### src/rtl/video_stream_receiver_pkg.sv
// Shared constants for the video stream receiver: widths, error bit
// positions, FSM encodings and beat flag struct.
package video_stream_receiver_pkg;

  localparam int VRX_DATA_W     = 32;
  localparam int VRX_OUT_W      = 512;
  localparam int VRX_WPB        = VRX_OUT_W / VRX_DATA_W;
  localparam int VRX_KEEP_W     = VRX_DATA_W / 8;
  localparam int VRX_LINE_WORDS = 320;

  // sticky error vector layout: {line_len_err, sof_err, keep_err}
  localparam int ERR_KEEP = 0;
  localparam int ERR_SOF  = 1;
  localparam int ERR_LINE = 2;

  // FSM encodings
  localparam logic [1:0] ST_IDLE = 2'd0;
  localparam logic [1:0] ST_PACK = 2'd1;
  localparam logic [1:0] ST_HOLD = 2'd2;

  typedef struct packed {
    logic sof;
    logic last;
  } beat_flags_t;

  // every byte lane of the word must be kept
  function automatic logic keep_full(input logic [VRX_KEEP_W-1:0] keep);
    return &keep;
  endfunction

endpackage

### src/rtl/video_stream_receiver_if.sv
// Stream-in / beat-out bus of the video stream receiver. The slave modport
// is the receiver; the master modport is the source/sink environment.
interface video_stream_receiver_if #(
  parameter int DATA_W = 32,
  parameter int OUT_W  = 512
);
  logic                s_axis_tvalid;
  logic [DATA_W-1:0]   s_axis_tdata;
  logic [DATA_W/8-1:0] s_axis_tkeep;
  logic                s_axis_tlast;
  logic                s_axis_tuser;
  logic                s_axis_tready;

  logic                o_valid;
  logic [OUT_W-1:0]    o_data;
  logic                o_last;
  logic                o_sof;
  logic                i_ready;
  logic [15:0]         o_frame_cnt;
  logic [2:0]          o_err;

  modport slave (
    input  s_axis_tvalid, s_axis_tdata, s_axis_tkeep, s_axis_tlast, s_axis_tuser, i_ready,
    output s_axis_tready, o_valid, o_data, o_last, o_sof, o_frame_cnt, o_err
  );

  modport master (
    output s_axis_tvalid, s_axis_tdata, s_axis_tkeep, s_axis_tlast, s_axis_tuser, i_ready,
    input  s_axis_tready, o_valid, o_data, o_last, o_sof, o_frame_cnt, o_err
  );
endinterface

### src/rtl/video_stream_receiver_word_packer.sv
// Word packer: indexed register of WPB stream words plus the fill count.
// Slots above the fill count are always zero because the register is
// cleared after every completed beat, which gives zero-fill for free.
// first_i restarts the beat with the incoming word at slot 0; park_i keeps
// the merged beat in place (count reset) while it waits for the output.
module video_stream_receiver_word_packer
  import video_stream_receiver_pkg::*;
#(
  parameter  int DATA_W = VRX_DATA_W,
  parameter  int WPB    = VRX_WPB,
  localparam int CNT_W  = $clog2(WPB)
) (
  input  logic                         clk,
  input  logic                         rst,
  input  logic                         clr_i,
  input  logic                         wr_i,
  input  logic                         first_i,
  input  logic                         park_i,
  input  logic [DATA_W-1:0]            word_i,
  output logic [WPB-1:0][DATA_W-1:0]   beat_o,
  output logic [WPB-1:0][DATA_W-1:0]   beat_nxt_o,
  output logic [CNT_W-1:0]             cnt_o,
  output logic                         done_o
);

  logic [WPB-1:0][DATA_W-1:0] words_q, words_d;
  logic [CNT_W-1:0]           cnt_q, cnt_d;
  logic [CNT_W-1:0]           idx;

  assign idx    = first_i ? '0 : cnt_q;
  assign done_o = (idx == CNT_W'(WPB - 1));
  assign beat_o = words_q;
  assign cnt_o  = cnt_q;

  // per-slot merge of the incoming word; a restart drops the partial beat
  for (genvar k = 0; k < WPB; k++) begin : g_slot
    assign beat_nxt_o[k] = first_i ? ((k == 0) ? word_i : '0)
                         : (cnt_q == CNT_W'(k)) ? word_i : words_q[k];
  end

  // next register contents: clear wins over write
  always_comb begin
    words_d = words_q;
    cnt_d   = cnt_q;
    if (clr_i) begin
      words_d = '0;
      cnt_d   = '0;
    end else if (wr_i) begin
      words_d = beat_nxt_o;
      cnt_d   = park_i ? '0 : idx + CNT_W'(1);
    end
  end

  // packer state register
  always_ff @(posedge clk) begin
    if (rst) begin
      words_q <= '0;
      cnt_q   <= '0;
    end else begin
      words_q <= words_d;
      cnt_q   <= cnt_d;
    end
  end

endmodule

### src/rtl/video_stream_receiver.sv
// Video stream receiver: aligns a 32-bit AXI4-Stream video feed to
// start-of-frame, packs words into 512-bit beats (flushing at end of line)
// and presents them on a valid/ready port towards DDR write-back.
// Optional: VIDEO_RX_STATS_EN adds the frame counter and line length check.
module video_stream_receiver
  import video_stream_receiver_pkg::*;
#(
  parameter int DATA_W     = VRX_DATA_W,
  parameter int OUT_W      = VRX_OUT_W,
  parameter int LINE_WORDS = VRX_LINE_WORDS
) (
  input  logic                     system_clk,
  input  logic                     system_rst,
  video_stream_receiver_if.slave   bus
);

  localparam int WPB   = OUT_W / DATA_W;
  localparam int CNT_W = $clog2(WPB);

  logic [1:0]        state_q, state_d;
  logic              tready_q, tready_d;
  logic              o_valid_q, o_valid_d;
  logic [OUT_W-1:0]  o_data_q, o_data_d;
  beat_flags_t       out_flags_q, out_flags_d;
  beat_flags_t       hold_flags_q, hold_flags_d;
  logic              sof_pend_q, sof_pend_d;
  logic [2:0]        err_q, err_d;

  logic                       pk_clr, pk_wr, pk_park, pk_done;
  logic [WPB-1:0][DATA_W-1:0] pk_beat, pk_nxt;
  logic [CNT_W-1:0]           pk_cnt;

  logic accept, take, out_free, first, beat_done, beat_sof, line_err;

  assign accept    = bus.s_axis_tvalid & tready_q;
  // in IDLE only a start-of-frame word is kept; everything else is dropped
  assign take      = accept & ((state_q == ST_PACK) |
                               ((state_q == ST_IDLE) & bus.s_axis_tuser));
  assign out_free  = ~o_valid_q | bus.i_ready;
  assign first     = bus.s_axis_tuser;
  assign beat_done = pk_done | bus.s_axis_tlast;
  assign beat_sof  = first | sof_pend_q;

  video_stream_receiver_word_packer #(
    .DATA_W (DATA_W),
    .WPB    (WPB)
  ) u_packer (
    .clk        (system_clk),
    .rst        (system_rst),
    .clr_i      (pk_clr),
    .wr_i       (pk_wr),
    .first_i    (first),
    .park_i     (pk_park),
    .word_i     (bus.s_axis_tdata),
    .beat_o     (pk_beat),
    .beat_nxt_o (pk_nxt),
    .cnt_o      (pk_cnt),
    .done_o     (pk_done)
  );

  // FSM, output register loading and sticky sof/keep errors
  always_comb begin
    state_d      = state_q;
    o_valid_d    = o_valid_q & ~bus.i_ready;
    o_data_d     = o_data_q;
    out_flags_d  = out_flags_q;
    hold_flags_d = hold_flags_q;
    sof_pend_d   = sof_pend_q;
    err_d        = err_q;
    pk_clr       = 1'b0;
    pk_wr        = 1'b0;
    pk_park      = 1'b0;
    err_d[ERR_LINE] = err_q[ERR_LINE] | line_err;
    case (state_q)
      ST_IDLE, ST_PACK: begin
        if (take) begin
          state_d = ST_PACK;
          // a new frame start on top of a partial beat abandons that beat
          if (first && (pk_cnt != '0)) err_d[ERR_SOF] = 1'b1;
          if (!keep_full(bus.s_axis_tkeep)) err_d[ERR_KEEP] = 1'b1;
          if (beat_done) begin
            sof_pend_d = 1'b0;
            if (out_free) begin
              o_valid_d   = 1'b1;
              o_data_d    = pk_nxt;
              out_flags_d = '{sof: beat_sof, last: bus.s_axis_tlast};
              pk_clr      = 1'b1;
            end else begin
              // output busy: keep the finished beat in the packer and stall
              pk_wr        = 1'b1;
              pk_park      = 1'b1;
              hold_flags_d = '{sof: beat_sof, last: bus.s_axis_tlast};
              state_d      = ST_HOLD;
            end
          end else begin
            pk_wr      = 1'b1;
            sof_pend_d = beat_sof;
          end
        end
      end
      ST_HOLD: begin
        if (out_free) begin
          o_valid_d   = 1'b1;
          o_data_d    = pk_beat;
          out_flags_d = hold_flags_q;
          pk_clr      = 1'b1;
          state_d     = ST_PACK;
        end
      end
      default: state_d = ST_IDLE;
    endcase
    tready_d = (state_d != ST_HOLD);
  end

  // control and output registers
  always_ff @(posedge system_clk) begin
    if (system_rst) begin
      state_q      <= ST_IDLE;
      tready_q     <= 1'b0;
      o_valid_q    <= 1'b0;
      o_data_q     <= '0;
      out_flags_q  <= '0;
      hold_flags_q <= '0;
      sof_pend_q   <= 1'b0;
      err_q        <= '0;
    end else begin
      state_q      <= state_d;
      tready_q     <= tready_d;
      o_valid_q    <= o_valid_d;
      o_data_q     <= o_data_d;
      out_flags_q  <= out_flags_d;
      hold_flags_q <= hold_flags_d;
      sof_pend_q   <= sof_pend_d;
      err_q        <= err_d;
    end
  end

`ifdef VIDEO_RX_STATS_EN
  // line counter saturates one past the nominal length so overruns stay visible
  localparam int LCW = $clog2(LINE_WORDS + 2);

  logic [15:0]    frame_cnt_q, frame_cnt_d;
  logic [LCW-1:0] line_cnt_q, line_cnt_d, line_nxt;

  // frame count and per-line word count; line_err pulses on a bad line
  always_comb begin
    frame_cnt_d = frame_cnt_q;
    line_cnt_d  = line_cnt_q;
    line_err    = 1'b0;
    if (first)
      line_nxt = LCW'(1);
    else if (line_cnt_q == LCW'(LINE_WORDS + 1))
      line_nxt = line_cnt_q;
    else
      line_nxt = line_cnt_q + LCW'(1);
    if (take) begin
      if (first) frame_cnt_d = frame_cnt_q + 16'd1;
      if (bus.s_axis_tlast) begin
        line_err   = (line_nxt != LCW'(LINE_WORDS));
        line_cnt_d = '0;
      end else begin
        line_err   = (line_nxt > LCW'(LINE_WORDS));
        line_cnt_d = line_nxt;
      end
    end
  end

  // stats registers
  always_ff @(posedge system_clk) begin
    if (system_rst) begin
      frame_cnt_q <= '0;
      line_cnt_q  <= '0;
    end else begin
      frame_cnt_q <= frame_cnt_d;
      line_cnt_q  <= line_cnt_d;
    end
  end

  assign bus.o_frame_cnt = frame_cnt_q;
`else
  assign line_err        = 1'b0;
  assign bus.o_frame_cnt = '0;
`endif

  assign bus.s_axis_tready = tready_q;
  assign bus.o_valid       = o_valid_q;
  assign bus.o_data        = o_data_q;
  assign bus.o_last        = out_flags_q.last;
  assign bus.o_sof         = out_flags_q.sof;
  assign bus.o_err         = err_q;

endmodule

### src/flat_wrapper.sv
// flat-port wrapper written by rule: the top's interface ports become plain ports
module video_stream_receiver_flat import video_stream_receiver_pkg::*;
#(
  parameter int DATA_W     = VRX_DATA_W,
  parameter int OUT_W      = VRX_OUT_W,
  parameter int LINE_WORDS = VRX_LINE_WORDS
)
  (system_clk, system_rst, bus_s_axis_tvalid, bus_s_axis_tdata, bus_s_axis_tkeep, bus_s_axis_tlast, bus_s_axis_tuser, bus_i_ready, bus_s_axis_tready, bus_o_valid, bus_o_data, bus_o_last, bus_o_sof, bus_o_frame_cnt, bus_o_err);
  video_stream_receiver_if #(.DATA_W(DATA_W), .OUT_W(OUT_W)) bus_i ();
  input  logic system_clk;
  input  logic system_rst;
  input wire logic [$bits(bus_i.s_axis_tvalid)-1:0] bus_s_axis_tvalid;
  input wire logic [$bits(bus_i.s_axis_tdata)-1:0] bus_s_axis_tdata;
  input wire logic [$bits(bus_i.s_axis_tkeep)-1:0] bus_s_axis_tkeep;
  input wire logic [$bits(bus_i.s_axis_tlast)-1:0] bus_s_axis_tlast;
  input wire logic [$bits(bus_i.s_axis_tuser)-1:0] bus_s_axis_tuser;
  input wire logic [$bits(bus_i.i_ready)-1:0] bus_i_ready;
  output wire logic [$bits(bus_i.s_axis_tready)-1:0] bus_s_axis_tready;
  output wire logic [$bits(bus_i.o_valid)-1:0] bus_o_valid;
  output wire logic [$bits(bus_i.o_data)-1:0] bus_o_data;
  output wire logic [$bits(bus_i.o_last)-1:0] bus_o_last;
  output wire logic [$bits(bus_i.o_sof)-1:0] bus_o_sof;
  output wire logic [$bits(bus_i.o_frame_cnt)-1:0] bus_o_frame_cnt;
  output wire logic [$bits(bus_i.o_err)-1:0] bus_o_err;
  assign bus_i.s_axis_tvalid = bus_s_axis_tvalid;
  assign bus_i.s_axis_tdata = bus_s_axis_tdata;
  assign bus_i.s_axis_tkeep = bus_s_axis_tkeep;
  assign bus_i.s_axis_tlast = bus_s_axis_tlast;
  assign bus_i.s_axis_tuser = bus_s_axis_tuser;
  assign bus_i.i_ready = bus_i_ready;
  assign bus_s_axis_tready = bus_i.s_axis_tready;
  assign bus_o_valid = bus_i.o_valid;
  assign bus_o_data = bus_i.o_data;
  assign bus_o_last = bus_i.o_last;
  assign bus_o_sof = bus_i.o_sof;
  assign bus_o_frame_cnt = bus_i.o_frame_cnt;
  assign bus_o_err = bus_i.o_err;
  video_stream_receiver #(.DATA_W(DATA_W), .OUT_W(OUT_W), .LINE_WORDS(LINE_WORDS)) u_core (.system_clk(system_clk), .system_rst(system_rst), .bus(bus_i));
endmodule
### config.mk
export PLATFORM = sky130hd
export DESIGN_NAME = video_stream_receiver_flat
export DESIGN_NICKNAME = d
export VERILOG_FILES = /design/src/rtl/video_stream_receiver_pkg.sv /design/src/rtl/video_stream_receiver_if.sv /design/src/rtl/video_stream_receiver_word_packer.sv /design/src/rtl/video_stream_receiver.sv /design/src/flat_wrapper.sv
export SDC_FILE = /design/constraint.sdc
export NUM_CORES = 2
export LEC_CHECK = 0
export CAP_MARGIN = 20
export CORE_MARGIN = 5
export CORE_UTILIZATION = 45
export DETAILED_ROUTE_END_ITERATION = 12
export HOLD_SLACK_MARGIN = 0.02
export PLACE_DENSITY = 0.7
export SLEW_MARGIN = 20
export SYNTH_ARGS = -nofsm -noshare
export SYNTH_HDL_FRONTEND = slang
export SYNTH_SLANG_ARGS = --single-unit
export TNS_END_PERCENT = 20
### constraint.sdc
create_clock -name system_clk -period 3.4 [get_ports system_clk]
set_clock_uncertainty 0.2 [all_clocks]
set_input_delay 0.85 -clock system_clk [delete_from_list [all_inputs] [get_ports system_clk]]
set_output_delay 0.85 -clock system_clk [all_outputs]
set_load 0.005 [all_outputs]
* Word-level counts from Yosys, hierarchy flattened
Cells that the tools add are included.
** Word-level totals
- Bits in registers :: 1039
- Bits of input ports :: 42
** Operators by class
- Muxes and demuxes :: 65
- Add/subtract/negate cells :: 1
- Bitwise operators :: 12
- Reductions and logical operators :: 13
- Equal/unequal tests :: 23
** Operator list (number)
- two-way mux 512 bit :: 4
- two-way mux 32 bit :: 32
- one-hot mux 512 bit (2 select lines) :: 1
- equality test 4 bit (second input constant) :: 9
- equality test 4 x 3 -> 1 bit (second input constant) :: 4
- two-way mux 2 bit :: 8
- two-way mux 1 bit :: 14
- equality test 4 x 2 -> 1 bit (second input constant) :: 2
- two-way mux 4 bit :: 2
- != test 2 x 1 -> 1 bit (second input constant) :: 4
- one-hot mux 2 bit (2 select lines) :: 2
- AND reduction 4 bit :: 2
- AND reduction 3 bit :: 2
- AND reduction 5 bit :: 1
- adder 4 x 1 -> 4 bit (second input constant) :: 1
- bitwise AND 1 bit :: 4
- equality test 4 x 1 -> 1 bit (second input constant) :: 1
- zero test 4 bit :: 1
- NOT 1 bit :: 4
- bitwise OR 1 bit :: 4
- one-hot mux 1 bit (2 select lines) :: 2
- nonzero test 4 bit :: 1
- OR reduction 2 bit :: 2
- equality test 2 x 1 -> 1 bit (second input constant) :: 1
- other kinds (6) :: 6

* Longest topological paths before layout
- Depth in word-level cells :: 7
- Mapped depth :: 13

* Modules after synthesis
A second synthesis with hierarchy kept.
** Second synthesis, totals
- Cells, all modules :: 6147
- Area total of the unflattened synthesis :: 48851.9 sq um
** Modules (own cells, without submodules)
- video_stream_receiver_word_packer :: area an instance 25552.0 sq um, instances 1, cells each 3170
- video_stream_receiver :: area an instance 23299.8 sq um, instances 1, cells each 2977

* Worst setup path before layout
OpenSTA, ideal clock, no wires.
- Kind :: input -> register
- Start point :: input bus_s_axis_tuser
- End point :: register u_core.o_data_q[416], in the netlist u_core.bus.o_data[416]
- Data required time :: 3.088 ns
- Arrival :: 3.240 ns
- Setup slack :: -0.152 ns
- Cell stages on the path :: 12
- Path through :: buf_4 -> clkbuf_1 -> buf_1 -> nor2b_1 -> ha_1 -> and4b_1 -> o211ai_2 -> a21oi_1 -> buf_2 -> buf_2 -> buf_2 -> a2111oi_1
** Between the ends
- Cells in the longest elaborated chain, start to end :: 5
** RTL lines
- start: declaration :: RTL line flat_wrapper.sv:16 : input wire logic [$bits(bus_i.s_axis_tuser)-1:0] bus_s_axis_tuser;
- two-way mux 4 bit, or another cell as far along :: RTL line video_stream_receiver_word_packer.sv:30 : assign idx = first_i ? '0 : cnt_q;
- equality test 4 bit, or another cell as far along :: RTL line video_stream_receiver_word_packer.sv:31 : assign done_o = (idx == CNT_W'(WPB - 1));
- bitwise OR 1 bit, or another cell as far along :: RTL line video_stream_receiver.sv:41 : assign beat_done = pk_done | bus.s_axis_tlast;
- != test 2 x 1 -> 1 bit (no source line) / two-way mux 512 bit (equally long branches)
- AND reduction 5 bit (no source line) / one-hot mux 512 bit (2 select lines) (equally long branches)
- end signal: assignment :: RTL line video_stream_receiver.sv:130 : o_data_q <= o_data_d;
- end: declaration :: RTL line video_stream_receiver.sv:23 : logic [OUT_W-1:0] o_data_q, o_data_d;
Several ways; a longest one is shown, not always the timed one. The select of a mux whose other input is x is not followed.
A chain may end at the register's enable or synchronous reset.

* Worst setup path in the final report
- Start point :: register u_core.u_packer.cnt_q[2], in the netlist u_core.u_packer.cnt_o[2]
- End point :: register u_core.o_data_q[448], in the netlist u_core.bus.o_data[448]
** Between the ends
- Cells in the longest elaborated chain, start to end :: 7
** RTL lines
- start: declaration :: RTL line video_stream_receiver_word_packer.sv:27 : logic [CNT_W-1:0] cnt_q, cnt_d;
- start signal: assignment :: RTL line video_stream_receiver_word_packer.sv:61 : cnt_q <= cnt_d;
- equality test 4 bit :: RTL line video_stream_receiver_word_packer.sv:38 : : (cnt_q == CNT_W'(k)) ? word_i : words_q[k];
- two-way mux 32 bit :: RTL line video_stream_receiver_word_packer.sv:38
- two-way mux 32 bit :: RTL line video_stream_receiver_word_packer.sv:37 : assign beat_nxt_o[k] = first_i ? ((k == 0) ? word_i : '0)
- two-way mux 512 bit :: RTL line video_stream_receiver.sv:83 : if (out_free) begin
- two-way mux 512 bit :: RTL line video_stream_receiver.sv:81 : if (beat_done) begin
- two-way mux 512 bit :: RTL line video_stream_receiver.sv:76 : if (take) begin
- one-hot mux 512 bit (2 select lines) :: RTL line video_stream_receiver.sv:74 : case (state_q)
Several ways; a longest one is shown, not always the timed one. The select of a mux whose other input is x is not followed.

==> reports/results.tsv <==
metric	value	unit
hp-class	flop to flop	
fp-row-count	122	
place_inst	7171	
cp_max_fo	35	
cap_violations	0	
clock_sinks	1039	
via_per_inst	6.905	
cpMostUsedCell	buf_4	
dpl.hpwl	119800	um
grt_pass1_vias	46140	
synth-seq-cells	1039	
max_stage_delay	0.61	ns
finalSetupViolCount	0	
fmax	0.3352	GHz
ys.warnings.count	0	
nNetsFinal	5837	
ctsResizeCount	0	
drc	0	
synthFlopType	dfxtp_1	
worst_ep_required_time	3.78	ns
worst_pin_slew	0.8145	ns
firstDrtPassIters	6	
path_buf_inv	3	
cts_made_buffers	109	
die_width	342.9	um
cts_root_buffer	clkbuf_16	
drive_gt1_share	13.31	%
syn_to_final_growth	23.43	%
grt_max_degree	133	
vias	50920	
path_class	flop to flop	
core	110400	um2
grt_pass1_wl	292500	um
dieArea	117600	um2
hold_violations	0	
grt_util_all_layers	31.01	%
syn_inst	5712	
fin_crit_sh	87.74	%
clk_latency	0.70	ns
cts_hold_buf	0	
design_area	61550	um2
syn_area_per_cell	8.729	um2
start_kind	flop	
power	28.05	mW
synth.distinct_cells	53	
gr-total-overflow	0	
io_pins	577	
gp_congestion	0.8288	
leakagePower	18.76	nW
initial_core_util	45.18	%
arrival	3.37	ns
peakVddDrop	0.3775	mV
utilization	55.77	%
rsz0062_at_grt	false	
cp_slowest_cell	dfxtp_1	
placed_area	57850	um2
cts_setup_buffers	0	
fin_cells	7375	
synth_edf_count	0	
place_ws	-0.09048	ns
antenna_found_initial	4	
cts_buffer_depth	3	
cts_tree	built	
die_y	342.9	um
io_buffers	559	
syn_area	49860	um2
p_per_area	455.8	nW/um2
worst_slack	0.4167	ns
final.min_clock_period	2.983	ns
finalMaxSlewViolations	0	
synth_seq_area_share	41.71	%
hold_ws	0.2771	ns
drtAntennaViolNets	0	
async_reset_ff_share	0	%
ctsHtreeMaxLevel	3	
drtIter0Drc	6869	
slew_headroom	45.70	%
path_cells	buf_12 -> and4b_1 -> buf_4 -> and2_1 -> buf_4 -> a22oi_1 -> a2111oi_1	
fin_setup_tns	0	ns
drt-total-wl	195400	um
wl_per_cell	26.50	um
cp_top_family	buffers and inverters	
clk_pin_slew	0.06	ns
endpoint_kind	flop	
status	completed	
## tightest hold or removal path, stage by stage, from the launching register on
cell     delay (ns)
dfxtp_1        0.33
a21oi_1        0.05
nor2_1         0.07
## layout by cell type, fill, tap and decap left out, types with 3 or more instances in the layout
cell | synthesis | routed
a2111oi_0 | 165 | 165
a2111oi_1 | 134 | 134
a2111oi_2 | 213 | 213
a211oi_1 | 516 | 516
a21oi_1 | 8 | 6
a22oi_1 | 480 | 480
and2_1 | 12 | 12
and4b_1 | 5 | 4
buf_12 | 0 | 125
buf_4 | 43 | 190
bufinv_16 | 0 | 6
clkbuf_1 | 647 | 20
clkbuf_16 | 0 | 113
clkbuf_8 | 0 | 28
clkdlybuf4s50_1 | 0 | 557
clkinv_2 | 0 | 24
clkinvlp_4 | 0 | 5
conb_1 | 1 | 17
dfxtp_1 | 1039 | 1039
diode_2 | 0 | 3
mux2i_1 | 33 | 33
nand2_1 | 6 | 6
nand3_1 | 36 | 36
nand4_1 | 481 | 481
nor2_1 | 520 | 519
nor2b_1 | 39 | 6
nor2b_4 | 0 | 33
nor3_1 | 514 | 513
nor4b_4 | 4 | 4
nor4bb_4 | 0 | 3
o211ai_1 | 15 | 15
o21ai_0 | 519 | 519
o21ai_2 | 5 | 13
o21ai_4 | 0 | 3
## sequential cells by signal (all words and copies together), names as in the netlist
signal and cells:
u_core.hold_flags_q 2, u_core.bus.o_last 1, u_core.u_packer.beat_o 512, u_core.bus.o_err 2
u_core.bus.o_valid 1, u_core.bus.o_sof 1, u_core.bus.s_axis_tready 1, u_core.state_q 2
u_core.u_packer.cnt_o 4, u_core.sof_pend_q 1, u_core.bus.o_data 512
## power breakdown
| group | internal, mW | switching [mW] |
|---|---|---|
| Combinational | 1.16 | 1.90 |
| Clock | 7.13 | 5.18 |
| Sequential | 12.4 | 0.251 |
| Total | 20.7 | 7.33 |
## kinds of logic (layout without fill, tap and decap cells)
| family | after synthesis | in the layout | share of synthesized area (%) |
|---|---|---|---|
| XOR/XNOR | 2 | 2 | 0.03514 |
| adder cells (fa/ha/maj) | 1 | 1 | 0.02509 |
| AO/OA/AOI/OAI | 2076 | 2076 | 32.90 |
| multiplexers | 34 | 34 | 0.6850 |
| AND/OR/NAND/NOR | 1638 | 1638 | 16.83 |
| other | 1 | 20 | 0.007521 |
| flip-flops | 1039 | 1039 | 41.71 |
| buffers and inverters | 921 | 1077 | 7.799 |
## metal layers
layer  global-route usage [%]  up-vias  part of all wire (%)
met4                    15.71        4                   5.5
met5                        0        -                 0.013
met2                    46.13     3034                    44
met1                    43.20    24930                    41
met3                    5.587      509                   9.9
li1                         -    22450                     -
## path summary, 6_finish.rpt
kind                                                             to  slack (ns)                                  start  cells after the start
worst min-delay path               u_core.bus.o_err[0]$_SDFFE_PP0P_        0.28       u_core.bus.o_err[0]$_SDFFE_PP0P_                      2
worst max register to register  u_core.bus.o_data[448]$_SDFFE_PP0P_        0.42  u_core.u_packer.cnt_o[2]$_SDFFE_PP0P_                      7
worst min register to register     u_core.bus.o_err[0]$_SDFFE_PP0P_        0.28       u_core.bus.o_err[0]$_SDFFE_PP0P_                      2
worst max-delay path            u_core.bus.o_data[448]$_SDFFE_PP0P_        0.42  u_core.u_packer.cnt_o[2]$_SDFFE_PP0P_                      7
## Yosys cell counts, types with 2 or more instances
cell	number	area, um2
a2111oi_0	165	1445
a2111oi_1	134	1341
a2111oi_2	213	3198
a211oi_1	516	3874
a211oi_2	2	25.02
a21oi_1	8	40.04
a22oi_1	480	3603
a31oi_1	2	12.51
and2_0	2	12.51
and2_1	12	75.07
and4b_1	5	50.05
and4bb_1	2	25.02
buf_1	20	75.07
buf_2	207	1036
buf_4	43	322.8
clkbuf_1	647	2429
dfxtp_1	1039	20800
inv_1	2	7.510
mux2i_1	33	330.3
nand2_1	6	22.52
nand2b_1	4	25.02
nand3_1	36	180.2
nand4_1	481	3009
nor2_1	520	1952
nor2b_1	39	244.0
nor3_1	514	2572
nor4_1	2	12.51
nor4b_4	4	95.09
nor4bb_1	3	30.03
o211ai_1	15	112.6
o21ai_0	519	2597
o21ai_1	11	55.05
o21ai_2	5	43.79
xnor2_1	2	17.52
## final cells by class
cell class,count,area [um2]
multi-input combinational,3768,25650
timing repair buffer,874,9530
clock buffer,161,3288
clock inverter,40,396.6
inverter,2,7.507
sequential,1039,20800
tap,1488,1862
fill,9590,48820
antenna,3,7.507
Note: power is estimated with default switching activity, not from simulation.
